### src/rtl/shape_pkg.sv
// Shared types, limits and arithmetic helpers for the multi-channel shaping integrator.
package shape_pkg;

   // Default sample/accumulator width and its signed limits.
   localparam int SHAPE_N = 16;
   localparam logic signed [SHAPE_N-1:0] MPOS = {1'b0, {(SHAPE_N-1){1'b1}}};
   localparam logic signed [SHAPE_N-1:0] MNEG = {1'b1, {(SHAPE_N-1){1'b0}}};

   // Internal arithmetic width: N up to 32 plus two guard bits, so a + D - L never wraps.
   localparam int WW = 34;
   typedef logic signed [WW-1:0] wide_t;

   typedef struct packed {
      wide_t val;
      logic  sat;
   } sat_res_t;

   // Clamp a wide value to the signed n-bit range and report whether clamping happened.
   function automatic sat_res_t sat_n(input wide_t v, input int n);
      wide_t    hi;
      wide_t    lo;
      sat_res_t r;
      hi = (34'sd1 <<< (n - 1)) - 34'sd1;
      lo = -hi - 34'sd1;
      if (v > hi) begin
         r.val = hi;
         r.sat = 1'b1;
      end else if (v < lo) begin
         r.val = lo;
         r.sat = 1'b1;
      end else begin
         r.val = v;
         r.sat = 1'b0;
      end
      return r;
   endfunction

   // Leak term: a >>> k, forced to +1 for small positive values so they reach 0; zero in pure mode.
   function automatic wide_t leak_n(input wide_t a, input logic [7:0] k, input logic mode);
      wide_t l;
      l = a >>> k;
      if (mode) begin
         l = 34'sd0;
      end else if ((l == 34'sd0) && (a > 34'sd0)) begin
         l = 34'sd1;
      end else begin
         l = l;
      end
      return l;
   endfunction

endpackage

### src/rtl/shape_leak_core.sv
// Combinational leak, add and clamp for one sample of one channel.
module shape_leak_core
   import shape_pkg::*;
#(
   parameter int N  = 16,
   parameter int KW = 4
) (
   input  logic signed [N-1:0]  a,
   input  logic signed [N-1:0]  d,
   input  logic        [KW-1:0] k,
   input  logic                 mode,
   output logic signed [N-1:0]  s_clamped,
   output logic                 sat
);

   wide_t    a_w_s;
   wide_t    d_w_s;
   wide_t    l_s;
   wide_t    sum_s;
   sat_res_t res_s;

   // Sign-extend, subtract the leak, then clamp back to N bits.
   always_comb begin
      a_w_s     = wide_t'(a);
      d_w_s     = wide_t'(d);
      l_s       = leak_n(a_w_s, 8'(k), mode);
      sum_s     = a_w_s + d_w_s - l_s;
      res_s     = sat_n(sum_s, N);
      s_clamped = res_s.val[N-1:0];
      sat       = res_s.sat;
   end

endmodule

### src/rtl/shape_int_mc.sv
// Time-multiplexed leaky-integrator pulse shaper: one datapath, CH per-channel accumulators.
module shape_int_mc
   import shape_pkg::*;
#(
   parameter int N  = 16,
   parameter int CH = 4,
   parameter int CW = 2,
   parameter int KW = 4
) (
   input  logic                 C,
   input  logic                 CLR,
   input  logic                 in_valid,
   input  logic        [CW-1:0] in_ch,
   input  logic                 in_clr,
   input  logic signed [N-1:0]  D,
   input  logic        [KW-1:0] k_shift,
   input  logic                 mode,
   input  logic                 sat_clr,
   output logic                 out_valid,
   output logic        [CW-1:0] out_ch,
   output logic signed [N-1:0]  Q,
   output logic                 out_sat,
   output logic        [CH-1:0] sat_sticky
);

   logic signed [N-1:0] acc_r [CH];

   logic signed [N-1:0] a_s;
   logic                ch_ok_s;
   logic                upd_s;
   logic signed [N-1:0] s_s;
   logic                sat_s;
   logic        [CH-1:0] sat_set_s;

   // Select the addressed channel's accumulator and decide whether this sample updates state.
   always_comb begin
      a_s       = {N{1'b0}};
      sat_set_s = {CH{1'b0}};
      ch_ok_s   = (32'(in_ch) < 32'(CH));
      upd_s     = in_valid && ch_ok_s;
      for (int i = 0; i < CH; i++) begin
         if (in_ch == CW'(i)) begin
            a_s          = acc_r[i];
            sat_set_s[i] = upd_s && !in_clr && sat_s;
         end else begin
            sat_set_s[i] = 1'b0;
         end
      end
   end

   shape_leak_core #(
      .N  (N),
      .KW (KW)
   ) u_core (
      .a         (a_s),
      .d         (D),
      .k         (k_shift),
      .mode      (mode),
      .s_clamped (s_s),
      .sat       (sat_s)
   );

   // Channel state, result register and sticky flags; a new saturation beats sat_clr.
   always_ff @(posedge C) begin
      if (CLR) begin
         for (int i = 0; i < CH; i++) begin
            acc_r[i] <= {N{1'b0}};
         end
         out_valid  <= 1'b0;
         out_ch     <= {CW{1'b0}};
         Q          <= {N{1'b0}};
         out_sat    <= 1'b0;
         sat_sticky <= {CH{1'b0}};
      end else begin
         for (int i = 0; i < CH; i++) begin
            if (upd_s && (in_ch == CW'(i))) begin
               acc_r[i] <= in_clr ? {N{1'b0}} : s_s;
            end else begin
               acc_r[i] <= acc_r[i];
            end
         end
         if (upd_s) begin
            out_valid <= 1'b1;
            out_ch    <= in_ch;
            Q         <= in_clr ? {N{1'b0}} : s_s;
            out_sat   <= in_clr ? 1'b0 : sat_s;
         end else begin
            out_valid <= 1'b0;
            out_ch    <= out_ch;
            Q         <= Q;
            out_sat   <= out_sat;
         end
         sat_sticky <= (sat_clr ? {CH{1'b0}} : sat_sticky) | sat_set_s;
      end
   end

endmodule

### config.mk
export PLATFORM = sky130hd
export DESIGN_NAME = shape_int_mc
export DESIGN_NICKNAME = d
export VERILOG_FILES = /design/src/rtl/shape_pkg.sv /design/src/rtl/shape_leak_core.sv /design/src/rtl/shape_int_mc.sv
export SDC_FILE = /design/constraint.sdc
export NUM_CORES = 1
export LEC_CHECK = 0
export BUFFER_PORTS_ARGS = -buffer_cell sky130_fd_sc_hd__buf_2
export CAP_MARGIN = 0
export CORE_MARGIN = 4
export CORE_UTILIZATION = 35
export CTS_CLUSTER_SIZE = 12
export DETAILED_ROUTE_END_ITERATION = 10
export GPL_ROUTABILITY_DRIVEN = 0
export PLACE_DENSITY_LB_ADDON = 0.2
export SYNTH_ARGS = -nofsm -noshare
export SYNTH_HDL_FRONTEND = slang
export SYNTH_HIERARCHICAL = 1
export SYNTH_SLANG_ARGS = --single-unit
### constraint.sdc
create_clock -name C -period 9.55 [get_ports C]
set_input_delay 1.91 -clock C [delete_from_list [all_inputs] [get_ports C]]
set_output_delay 1.91 -clock C [all_outputs]
set_load 0.02 [all_outputs]
# Yosys cells after proc, flatten, opt, wreduce, memory -nomap -nowiden
# Memories as Yosys holds them, arrays and structs flattened.
# Cells that the tools add are included.
word_totals:
  ff_bits: 24
  mem_bits_rw: 64
  in_bits: 28
  word_cells: 84
  mem_count: 1
memory_table:
  columns: ["memory", "depth", "word_bits", "read_ports", "rd_ports_with_merged_regs", "wr", "line", "text"]
  rows:
  - ["acc_r", 4, 16, 4, 0, 4, "shape_int_mc.sv:26", "logic signed [N-1:0] acc_r [CH];"]
op_classes:
  n_addsub: 2
  n_lt_le_gt_ge: 3
  eq_ne: 3
  n_shift: 1
  muxes: 50
  bitwise_logic: 9
  n_reduce_logical: 10
op_table:
  columns: ["op", "count"]
  rows:
  - ["$mux 16", 13]
  - ["$mux 34", 2]
  - ["$gt 34x16->1 const B", 1]
  - ["$logic_not 34->1", 1]
  - ["$lt 34x16->1 const B", 1]
  - ["$mux 17", 2]
  - ["$sshr 16x4->34", 1]
  - ["$sub 17x34->34", 1]
  - ["$mux 1", 32]
  - ["$add 16x16->17", 1]
  - ["$gt 16x1->1 const B", 1]
  - ["$or 1x1->1", 8]
  - ["$logic_and 1x1->1", 7]
  - ["$eq 2x2->1 const B", 2]
  - ["$mux 4", 1]
  - ["$or 4x4->4", 1]
  - ["$eq 2x1->1 const B", 1]
  - ["$logic_not 2->1", 1]
  - ["$logic_not 1->1", 1]

# Logic depth before layout (Yosys ltp)
logic_depth:
  ltp_word: 17
  ltp_mapped: 24

# Modules after synthesis
# Netlist, hierarchy kept.
modules_own_cells:
  columns: ["mod", "instances", "cells_per_inst", "area_each_um2", "seq_area_each_um2"]
  rows:
  - ["shape_int_mc", 1, 263, 3881.2, 2402.3]
  - ["shape_leak_core", 1, 356, 2556.2, 0.0]

# Worst setup path before layout
# OpenSTA, ideal clock, no wires.
synth_path:
  kind: "input to register"
  startpoint: "input port in_ch[0]"
  endpoint: "memory acc_r[3][13] (data pin)"
  setup_time_ps: 140
  arrival_time_ps: 7027
  required_time_ps: 9410
  setup_slack_ps: 2384
  path_stages: 24
  n_path_buf: 3
  path_cell_list: "buf_6 -> buf_12 -> mux4_2 -> or3_1 -> o311a_1 -> o32a_1 -> nor4_2 -> or3_1 -> nand4b_1 -> o41ai_2 -> ha_1 -> inv_1 -> ha_1 -> fa_1 -> a21oi_1 -> o211ai_1 -> a21boi_0 -> fa_1 -> nor3b_2 -> a21boi_1 -> buf_2 -> o21ai_1 -> nor3b_1 -> nor2b_1"
synth_lines:
  columns: ["element", "line", "text"]
  rows:
  - ["from (decl)", "shape_int_mc.sv:13", "input logic [CW-1:0] in_ch,"]
  - ["to (decl)", "shape_int_mc.sv:26", null]

==> key figures <==
Status
  – Status: finished clean

Worst setup path
  – Reg2Reg Depth: 21
  – Startpoint Class: primary input
  – Crit path kind: primary input to flop
  – Worst EP required: between 9 and 10 ns
  – Crit path DAT: slightly above 8 ns
  – Crit Path Max Fanout: 24
  – Worst reg2reg path startpoint: acc_r[3][10]
  – Worst flop-to-flop path endpoint: acc_r[3][9]
  – CP Capture Type: flop
  – Reg2Reg Setup Slack: around 3.2 ns

Clocking
  – CTS Hold Buffers Added: 0
  – CTS root buf: clkbuf_16
  – CTS resizes: 0
  – Setup Buffers After CTS: 0
  – H-tree Lvls: 3
  – Worst-Skew Late Latency: 0.34 ns
  – Clk buf depth: 2
  – CTS Buf Count: 9
  – CTS tree: built
  – Clk pin slew, worst setup/hold paths: about 0.070 ns
  – # clock sinks: around 90

STA
  – Setup TNS: 0 ns
  – Max Slew Vio Count: 0
  – Worst-Margin Slew: 0.950 ns
  – Slew HR: 0.367
  – Fin crit share: 0.859
  – Hold slack: 0.468 ns
  – Final setup violating endpoints: 0
  – Fin Clk Skew: 0.0131 ns
  – Final critical-path required period: 8.20 ns
  – Final hold vios: 0
  – RSZ-0062 raised after global routing: false
  – Max frequency: 0.122 GHz

Power
  – Power share of the clock group: 0.195
  – VDD IR-drop max: 0.000136 V
  – Leakage: roughly 2.7 nW
  – Reg power frac: 0.290
  – Internal power: 1.01 mW
  – Psw: 0.693 mW
  – Sw Ratio: 0.408
  – Total Power Consumption: 1.70 mW
  – PD cells: 242 nW/µm²
  – Gate power share: 0.515

Route
  – Violation count after the first detailed-routing iteration: a little under 400
  – Via/cell ratio: 5.58
  – DRC errors left: 0
  – DR pass1 iterations: 5
  – Vias: slightly below 5k
  – Final wirelength: 17000 µm
  – Antenna Nets Post-Route: 0
  – Wire length per cell: 19.4 µm

Cells and area
  – P&R area growth vs syn: 9.19%
  – Non-filler cells, final: 877
  – Commonest non-fill, non-tap cell in the layout: edfxtp_1
  – N_diodes: 0
  – FF+latch area: 2400 µm²
  – Area of the multi-input gates: approximately 3600 µm²
  – Ratio of cells with drive above 1 in the final layout: 0.185
  – Fin nets: between 700 and 800
  – Commonest non-fill, non-tap cells in the layout: edfxtp_1, inv_1, a21oi_1, buf_2, nor3b_1
  – Filler cell count: 1788

Worst hold path
  – Worst Hold Path EP: Q[15]
  – Hold crit path type: flop to flop
  – Hold_sp: Q[15]
  – Worst hold path depth: 2

Floorplanning
  – DIE WIDTH: roughly 140 µm
  – # rows: between 40 and 50
  – Height of the die: 144 µm
  – I/O pins: 52
  – Starting Density: 0.357
  – Core area: 18000 µm²
  – Die ar.: 20600 µm²

Logic synthesis
  – Post-synthesis sequential area ratio: 0.373
  – Yosys top cell area share: 0.299
  – Area leader, netlist: edfxtp_1
  – Netlist cell types: 69
  – Synthesis Warnings: 6
  – Syn avg cell area: 10.4 µm²
  – Yosys reg bits: 88
  – Area contributors post-synth: edfxtp_1, dfxtp_1, mux4_2
  – Mapped Cells: between 600 and 700
  – Ys flop type: edfxtp_1
  – EDFF count, synth: 64
  – Synth Net Count: 682
  – Synth async-reset ratio: 0
  – Post-Syn Area: 6440 µm²

Place
  – Dpl cells: 861
  – HPWL after DPL: 12300 µm
  – Port bufs: 51

Global route
  – First-pass GRT wire length: 26800 µm
  – Vias in the first global route: 4805
  – GRT Util Overall: 0.166
  – Remaining Overflow, GRT: 0
  – Largest net degree at the start of global routing: 75
  – Initial antenna violation count: 0

Flow run
  – Max_cap viols: 0
-- worst max-delay path by stage --
stage,from,endpoint,slack [ns],cells past startpoint
after floorplan,in_ch[0],acc_r[3][13],2.38,24
after global placement,in_ch[0],acc_r[3][9],1.24,21
after detailed placement,in_ch[0],acc_r[3][9],1.08,22
after CTS,in_ch[0],acc_r[3][9],1.40,21
after global routing,in_ch[0],acc_r[3][1],1.01,21
final,in_ch[0],acc_r[3][9],1.35,21
-- critical path, cell delays in order --
cell	delay, ns
buf_2	0.56
mux4_2	0.72
mux2i_1	0.28
mux2i_1	0.20
mux4_2	0.51
nor2_1	0.12
nand4b_1	0.13
o41ai_2	0.31
ha_1	0.28
inv_1	0.06
ha_1	0.17
fa_1	0.22
a21oi_1	0.11
o211ai_1	0.29
a21boi_0	0.17
fa_1	0.59
nand3b_1	0.14
o21bai_1	0.60
o21ai_1	0.43
nor3b_2	0.29
nor2b_1	0.17
-- cells by family (layout without fill, tap and decap cells) --
| group | after synthesis | count (layout) | share of synthesized area |
|---|---|---|---|
| buffers and inverters | 101 | 130 | 0.0752 |
| xor gates and xnor gates | 12 | 12 | 0.0163 |
| DFF | 88 | 88 | 0.373 |
| adders and majority gates | 35 | 35 | 0.0867 |
| AOI/OAI and AO/OA | 138 | 138 | 0.140 |
| muxes | 40 | 40 | 0.108 |
| and+or+nand+nor | 205 | 205 | 0.201 |
-- per-stage QoR --
stage / setup slack [ns] / cell area (µm²) / utilization
CTS: 1.40 / 7030 / 0.390
finish: 1.35 / 7030 / 0.390
global placement: 1.24 / 6750 / 0.375
global route: 1.01 / 7030 / 0.390
detailed placement: 1.08 / 6750 / 0.375
floorplan: 2.38 / 6440 / -
-- sequential cells by signal, summed over array words and instances (netlist names) --
register    count
Q              16
acc_r          64
out_ch          2
out_sat         1
out_valid       1
sat_sticky      4
-- routing by layer --
layer | vias to the layer above | wire, µm | track usage
met5 | - | 0 | 0
met4 | 0 | 287 | 0.0461
met3 | 18 | 714 | 0.0250
met2 | 130 | 8150 | 0.273
met1 | 2459 | 7830 | 0.230
li1 | 2286 | - | -
-- cell usage after synthesis, types with 2 or more instances --
master    number
a211oi_1       7
a21boi_0       2
a21boi_1       2
a21o_1         5
a21oi_1       55
a22oi_1        2
a31o_2         2
a31oi_1        3
a32o_1         3
buf_2         21
buf_4          4
buf_6          6
clkbuf_1       9
clkbuf_2       2
dfxtp_1       24
edfxtp_1      64
fa_1          16
ha_1          19
inv_1         56
mux2_2         5
mux2i_1       12
mux4_1         2
mux4_2        20
nand2_1       23
nand2b_1      29
nand3_1        4
nand3b_1      19
nand4_1        5
nor2_1        32
nor2b_1       22
nor3_1         3
nor3b_1       41
nor3b_2       10
nor4_1         4
o21a_1         6
o21ai_0       20
o21ai_1        8
o21bai_1       6
o31ai_1        2
or2_2          2
or3_1          4
xnor2_1        6
xor2_1         6
-- layout make-up --
type / count / share of cell area
clock buffers: 12 / 0.0351
clock inverters: 4 / 0.00409
inverters: 57 / 0.0304
multi-input cells: 430 / 0.505
flip-flops and latches: 88 / 0.342
well taps: 229 / 0.0408
repair buffers: 57 / 0.0427
-- power by group through the flow --
stage / sequential (mW) / clock [mW] / combinational (mW)
after floorplan: 0.511 / 0 / 0.608
after global placement: 0.501 / 0 / 0.858
after detailed placement: 0.502 / 0 / 0.866
after CTS: 0.494 / 0.335 / 0.872
after global routing: 0.498 / 0.354 / 0.958
final: 0.493 / 0.331 / 0.876
Note: power is estimated with default switching activity, not from simulation.
